$ cat src/rtl/spi_master_cmd.sv
// SPI mode-0 command initiator: one accepted command becomes one cs_n frame (opcode + payload),
// cmd_ready only in IDLE; FEEDBACK frames return the 32-bit word with a rsp_valid pulse at cs_n rise.
module spi_master_cmd #(
  parameter int CLK_DIV  = 4,
  parameter int BYTE_GAP = 8,
  parameter int CS_SETUP = 4,
  parameter int CS_HOLD  = 4,
  parameter int CS_IDLE  = 16
) (
  input  logic        clk,
  input  logic        rst_n,
  input  logic        cmd_valid,
  output logic        cmd_ready,
  input  logic [2:0]  cmd_op,
  input  logic [15:0] cmd_data,
  output logic        busy,
  output logic        cmd_err,
  output logic        rsp_valid,
  output logic [31:0] rsp_data,
  output logic        sclk,
  output logic        mosi,
  input  logic        miso,
  output logic        cs_n
);
  typedef enum logic [2:0] {IDLE, SETUP, SHIFT, GAP, HOLD, DESEL} state_t;

  localparam logic [2:0]  OP_FEEDBACK = 3'd6;
  localparam logic [2:0]  OP_RSVD     = 3'd7;
  localparam logic [15:0] DIV_C       = 16'(CLK_DIV);
  localparam logic [15:0] BIT_END     = 16'(2 * CLK_DIV - 1);
  localparam logic [15:0] SETUP_END   = 16'(CS_SETUP - 1);
  localparam logic [15:0] GAP_END     = 16'(BYTE_GAP - 1);
  localparam logic [15:0] HOLD_END    = 16'(CS_HOLD - 1);
  localparam logic [15:0] IDLE_END    = 16'(CS_IDLE - 1);

  state_t      state_q, state_d;
  logic [15:0] cnt_q, cnt_d;
  logic [2:0]  bit_q, bit_d;
  logic [2:0]  byte_q, byte_d;
  logic [2:0]  op_q, op_d;
  logic [15:0] data_q, data_d;
  logic [31:0] shadow_q, shadow_d;
  logic [31:0] rsp_data_q, rsp_data_d;
  logic        busy_q, busy_d;
  logic        cmd_err_q, cmd_err_d;
  logic        rsp_valid_q, rsp_valid_d;
  logic        mosi_q, mosi_d;
  logic [7:0]  tx_byte;
  logic [2:0]  last_byte;
  logic [4:0]  rx_idx;
  logic        accept;

  assign accept    = cmd_valid && (state_q == IDLE);
  assign cmd_ready = (state_q == IDLE);
  assign busy      = busy_q;
  assign cmd_err   = cmd_err_q;
  assign rsp_valid = rsp_valid_q;
  assign rsp_data  = rsp_data_q;
  assign cs_n      = (state_q == IDLE) || (state_q == DESEL);
  assign sclk      = (state_q == SHIFT) && (cnt_q >= DIV_C);
  assign mosi      = (state_q == SHIFT) ? tx_byte[bit_q] : mosi_q;
  // Dummy byte k lands in rsp[8k-1:8k-8], MSB first.
  assign rx_idx    = {2'(byte_q - 3'd1), bit_q};

  always_comb begin
    case (op_q)
      3'd0, 3'd1:  last_byte = 3'd0;
      OP_FEEDBACK: last_byte = 3'd4;
      default:     last_byte = 3'd2;
    endcase
  end

  always_comb begin
    tx_byte = 8'h00;
    if (byte_q == 3'd0) begin
      case (op_q)
        3'd0:    tx_byte = 8'h06;
        3'd1:    tx_byte = 8'h04;
        3'd2:    tx_byte = 8'h91;
        3'd3:    tx_byte = 8'h9E;
        3'd4:    tx_byte = 8'h93;
        3'd5:    tx_byte = 8'h9C;
        3'd6:    tx_byte = 8'hAB;
        default: tx_byte = 8'h00;
      endcase
    end else if (op_q != OP_FEEDBACK) begin
      tx_byte = (byte_q == 3'd1) ? data_q[7:0] : data_q[15:8];
    end
  end

  always_comb begin
    state_d     = state_q;
    cnt_d       = cnt_q;
    bit_d       = bit_q;
    byte_d      = byte_q;
    op_d        = op_q;
    data_d      = data_q;
    shadow_d    = shadow_q;
    rsp_data_d  = rsp_data_q;
    busy_d      = busy_q;
    mosi_d      = mosi_q;
    cmd_err_d   = 1'b0;
    rsp_valid_d = 1'b0;
    case (state_q)
      IDLE: begin
        busy_d = 1'b0;
        if (accept) begin
          op_d   = cmd_op;
          data_d = cmd_data;
          busy_d = 1'b1;
          if (cmd_op == OP_RSVD) begin
            cmd_err_d = 1'b1;
          end else begin
            state_d  = SETUP;
            cnt_d    = '0;
            byte_d   = '0;
            bit_d    = 3'd7;
            shadow_d = '0;
          end
        end
      end
      SETUP: begin
        cnt_d = cnt_q + 16'd1;
        if (cnt_q == SETUP_END) begin
          state_d = SHIFT;
          cnt_d   = '0;
        end
      end
      SHIFT: begin
        mosi_d = tx_byte[bit_q];
        cnt_d  = cnt_q + 16'd1;
        if (cnt_q == DIV_C && op_q == OP_FEEDBACK && byte_q != 3'd0) begin
          shadow_d[rx_idx] = miso;
        end
        if (cnt_q == BIT_END) begin
          cnt_d = '0;
          bit_d = bit_q - 3'd1;
          if (bit_q == 3'd0) begin
            bit_d = 3'd7;
            if (byte_q == last_byte) begin
              state_d = HOLD;
            end else begin
              state_d = GAP;
              byte_d  = byte_q + 3'd1;
            end
          end
        end
      end
      GAP: begin
        cnt_d = cnt_q + 16'd1;
        if (cnt_q == GAP_END) begin
          state_d = SHIFT;
          cnt_d   = '0;
        end
      end
      HOLD: begin
        cnt_d = cnt_q + 16'd1;
        if (cnt_q == HOLD_END) begin
          state_d = DESEL;
          cnt_d   = '0;
          if (op_q == OP_FEEDBACK) begin
            rsp_data_d  = shadow_q;
            rsp_valid_d = 1'b1;
          end
        end
      end
      DESEL: begin
        mosi_d = 1'b0;
        cnt_d  = cnt_q + 16'd1;
        if (cnt_q == IDLE_END) begin
          state_d = IDLE;
          cnt_d   = '0;
          busy_d  = 1'b0;
        end
      end
      default: state_d = IDLE;
    endcase
  end

  always_ff @(posedge clk) begin
    if (!rst_n) begin
      state_q     <= IDLE;
      cnt_q       <= '0;
      bit_q       <= 3'd7;
      byte_q      <= '0;
      op_q        <= '0;
      data_q      <= '0;
      shadow_q    <= '0;
      busy_q      <= 1'b0;
      mosi_q      <= 1'b0;
      cmd_err_q   <= 1'b0;
      rsp_valid_q <= 1'b0;
      // A reset that cuts a frame short keeps the last feedback word.
      if (!busy_q) rsp_data_q <= '0;
    end else begin
      state_q     <= state_d;
      cnt_q       <= cnt_d;
      bit_q       <= bit_d;
      byte_q      <= byte_d;
      op_q        <= op_d;
      data_q      <= data_d;
      shadow_q    <= shadow_d;
      busy_q      <= busy_d;
      mosi_q      <= mosi_d;
      cmd_err_q   <= cmd_err_d;
      rsp_valid_q <= rsp_valid_d;
      rsp_data_q  <= rsp_data_d;
    end
  end
endmodule

$ cat config.mk
export PLATFORM = sky130hd
export DESIGN_NAME = spi_master_cmd
export DESIGN_NICKNAME = d
export VERILOG_FILES = /design/src/rtl/spi_master_cmd.sv
export SDC_FILE = /design/constraint.sdc
export NUM_CORES = 1
export LEC_CHECK = 0
export BUFFER_PORTS_ARGS = -buffer_cell sky130_fd_sc_hd__buf_2
export CAP_MARGIN = 20
export CELL_PAD_IN_SITES_DETAIL_PLACEMENT = 0
export CELL_PAD_IN_SITES_GLOBAL_PLACEMENT = 1
export CORE_ASPECT_RATIO = 1.25
export CORE_MARGIN = 1.5
export CORE_UTILIZATION = 47
export CTS_BUF_LIST = sky130_fd_sc_hd__clkbuf_4 sky130_fd_sc_hd__clkbuf_8
export CTS_CLUSTER_DIAMETER = 100
export DETAILED_ROUTE_END_ITERATION = 6
export HOLD_SLACK_MARGIN = 0.03
export PLACE_DENSITY = 0.81
export SYNTH_ARGS = -nofsm -noshare
export SYNTH_HDL_FRONTEND = slang
export SYNTH_SLANG_ARGS = --single-unit
$ cat constraint.sdc
create_clock -name clk -period 3.19 [get_ports clk]
set_clock_uncertainty 0.1 [all_clocks]
set_input_delay 0.1595 -clock clk [delete_from_list [all_inputs] [get_ports clk]]
set_output_delay 0.1595 -clock clk [all_outputs]
set_load 0.01 [all_outputs]
==> metrics.md <==
| Metric | Value |
|---|---|
| LEAKAGE | `2.480 nW` |
| Sequential share of the synthesized area | `48.72%` |
| Crit path kind | `flip-flop to output port` |
| Antenna Nets Post-Route | `0` |
| Total GRT Usage | `19.71%` |
| # DRC | `0` |
| DR WL met3 | `370 um` |
| Worst setup SP type | `flip-flop` |
| HP Class | `input pin to flip-flop` |
| Root buffer cell | `clkbuf_8` |
| Cell taking the most area after synthesis | `dfxtp_1` |
| Setup Buffers After CTS | `0` |
| Filler-free cell count of the finished design | `761` |
| Slowest cell delay on critical path | `0.44 ns` |
| Worst VDD drop | `0.4233 mV` |
| Max-Cap Viols | `0` |
| Clk pwr share | `26.2%` |
| Detail Placement HPWL | `7470 um` |
| Top layer reached by signal wires | `met4` |
| Fin Setup TNS | `0 ns` |
| # setup viols final | `0` |
| # fillers | `994` |
| Cell Area, Synth | `5260 um^2` |
| Synth Register Bits | `112` |
| Initial antenna violation count | `0` |
| Critical Path RT | `2.93 ns` |
| Syn Nets | `584` |
| Most frequent cells in the layout | `nand2_1 (88), dfxtp_1 (80), buf_2 (61), and2_1 (38), mux2i_1 (37)` |
| Area share of the largest cell type after synthesis | `30.45%` |
| CP Capture Type | `output port` |
| Die Y-Extent | `121.3 um` |
| CTS Buf Count | `9` |
| Max frequency | `365.8 MHz` |
| Sequential power share | `50.7%` |
| Switching share of total power | `32.16%` |
| Top post-synthesis cells by area | `dfxtp_1 (30%), edfxtp_1 (18%), mux2i_1 (7.0%)` |
| Worst-Skew Late Latency | `0.39 ns` |
| Row count | `43` |
| I/O pin count | `62` |
| Worst Tran Pin Value | `0.6518 ns` |
| Psw | `1.066 mW` |
| Pwr dens | `543.5 nW/um^2` |
| Longest Clk Path Bufs | `2` |
| Internal power | `2.248 mW` |
| Async S/R FF share, synth | `0%` |
| Commonest non-fill, non-tap cell in the layout | `nand2_1` |
| Slew headroom | `56.44%` |
| Crit Path Max Fanout | `7` |
| Clock transition at path regs | `0.10 ns` |
| EDFF count, synth | `32` |
| Netlist cell types | `64` |
| Global placement routability congestion | `0.8575` |
| CP max stage cell | `dfxtp_1` |
| Syn avg cell area | `9.495 um^2` |
| Largest net degree at the start of global routing | `42` |
| Mapped Cells | `554` |
| Number of global-route vias before repair | `3940` |
| Comb power frac | `23.1%` |
| Fin crit share | `85.71%` |
| Chip width | `97.62 um` |
| Yosys warns | `0` |
| Via Count | `4118` |
| Diode count | `0` |
| Drt pass-1 iters | `4` |
| Final Max Slew Viols | `0` |
| Layout cells sized above 1 | `17.73%` |
| Core area | `10980 um^2` |
| Aggregate global routing overflow | `0` |
| Area Overhead vs Synth | `15.91%` |
| Met2 routed WL | `5563 um` |
| Nets@finish | `651` |
| Top_reg_cell synth | `dfxtp_1` |
| Hold Fails Final Rpt | `0` |
| # port buffers | `61` |
| Starting Density | `47.93%` |
| TritonCTS clock tree | `done` |
| Final WL | `11160 um` |
| CP Data Arrival Time | `2.47 ns` |
| Status | `complete, no violations` |
| Routed len/inst | `14.67 um` |
| Iteration-0 DRC Markers | `202` |
| CTS H-tree lvls | `3` |
| WL met1 | `5033 um` |
| Placed cell count | `726` |
| Die area | `11840 um^2` |
| CP Cell Sequence | `inv_1, ha_1, nand2b_1, nor3_1, a2111oi_0, o211ai_1, nand4_1, buf_2` |
| RSZ-0062 raised after global routing | `no` |
| Global-route wire length before repair | `18940 um` |
| DR vias/cell | `5.411` |
| CTS sink cnt | `112` |
| Min cycle time layout | `2.734 ns` |
## cells by family (layout without fill, tap and decap cells)
kind of cell             after synthesis  count (layout)  synth area share (%)
adder cells (fa/ha/maj)                7               7                 1.665
buffers and inverters                 48             120                 3.592
AO/OA/AOI/OAI                         66              66                 8.587
XOR/XNOR                              17              17                 2.831
AND/OR/NAND/NOR                      265             265                 26.93
multiplexers                          39              39                 7.683
flip-flops                           112             112                 48.72
## through the flow
step	hold slack, ns	utilization [%]	setup WS [ns]	total power, mW	area, um^2
floorplan	0.1955	-	0.5907	2.233	5260
global placement	0.2997	52.01	0.7676	2.447	5708
detailed placement	0.3058	52.01	0.7258	2.466	5708
CTS	0.1761	55.55	0.4336	3.348	6097
global route	0.1979	55.55	0.1883	3.506	6097
finish	0.1751	55.55	0.4560	3.314	6097
## cell usage after synthesis (all sizes together), types with 2 or more instances
library cell and n:
a21oi 30, a22o 2, a22oi 2, and2 38, and4 3, buf 3
clkbuf 36, dfxtp 80, edfxtp 32, ha 7, inv 8, mux2i 37
nand2 88, nand2b 5, nand3 27, nand4 22, nor2 26, nor2b 10
nor3 12, nor3b 5, nor4 11, nor4b 4, o2111ai 2, o211ai 2
o21ai 10, o22ai 2, or2 3, or3 2, or3b 2, or4 2
xnor2 16
## flip-flops by register name (all words and copies together), names as in the netlist
| signal | count |
|---|---|
| cmd_err | 1 |
| state_q | 3 |
| mosi_q | 1 |
| bit_q | 3 |
| data_q | 16 |
| cnt_q | 16 |
| rsp_valid | 1 |
| busy | 1 |
| byte_q | 3 |
| op_q | 3 |
| rsp_data | 32 |
| shadow_q | 32 |
## repair_timing
item,4_1_cts,5_1_grt
endpoints found under the hold margin,19,0
gates resized for setup,0,0
hold buffers,19,0
## area by class of cell
cell class                      count  area (um^2)  area share, %
Clock buffer                       10        131.4          2.155
Inverter                            9        33.78         0.5541
Clock inverter                      6        67.56          1.108
Tap cell                          135        168.9          2.770
Multi-Input combinational cell    394         2525          41.41
Sequential cell                   112         2562          42.03
Timing Repair Buffer               95        608.1          9.973
## path summary, 6_finish.rpt
check,start,end,slack (ns),depth (start not counted)
setup / recovery,byte_q[1],mosi,0.46,8
hold / removal,rst_n,bit_q[0],0.18,3
hold reg to reg,shadow_q[17],shadow_q[17],0.36,2
setup reg to reg,state_q[2],rsp_data[2],0.73,6
## power groups by stage
| stage | clock network [mW] | logic (mW) | registers [mW] |
|---|---|---|---|
| 2_1_floorplan | 0 | 0.539 | 1.69 |
| 6_report | 0.867 | 0.767 | 1.68 |
| 5_1_grt | 0.951 | 0.854 | 1.70 |
| 3_5_place_dp | 0 | 0.753 | 1.71 |
| 3_3_place_gp | 0 | 0.739 | 1.71 |
| 4_1_cts | 0.895 | 0.772 | 1.68 |
## layer usage
metal | track usage (%) | vias to the layer above
met5 | 0 | -
met4 | 8.214 | 0
met3 | 3.111 | 14
met2 | 34.16 | 83
met1 | 24.40 | 1940
li1 | - | 2081
## critical path: cells and delay by family (launching register included)
family          cells  cell delay [ns]
buf+inv             2             0.25
fa+ha+maj           1             0.31
flops               1             0.44
compound gates      2             0.62
simple gates        3             0.48
(Power assumes the default switching activity.)
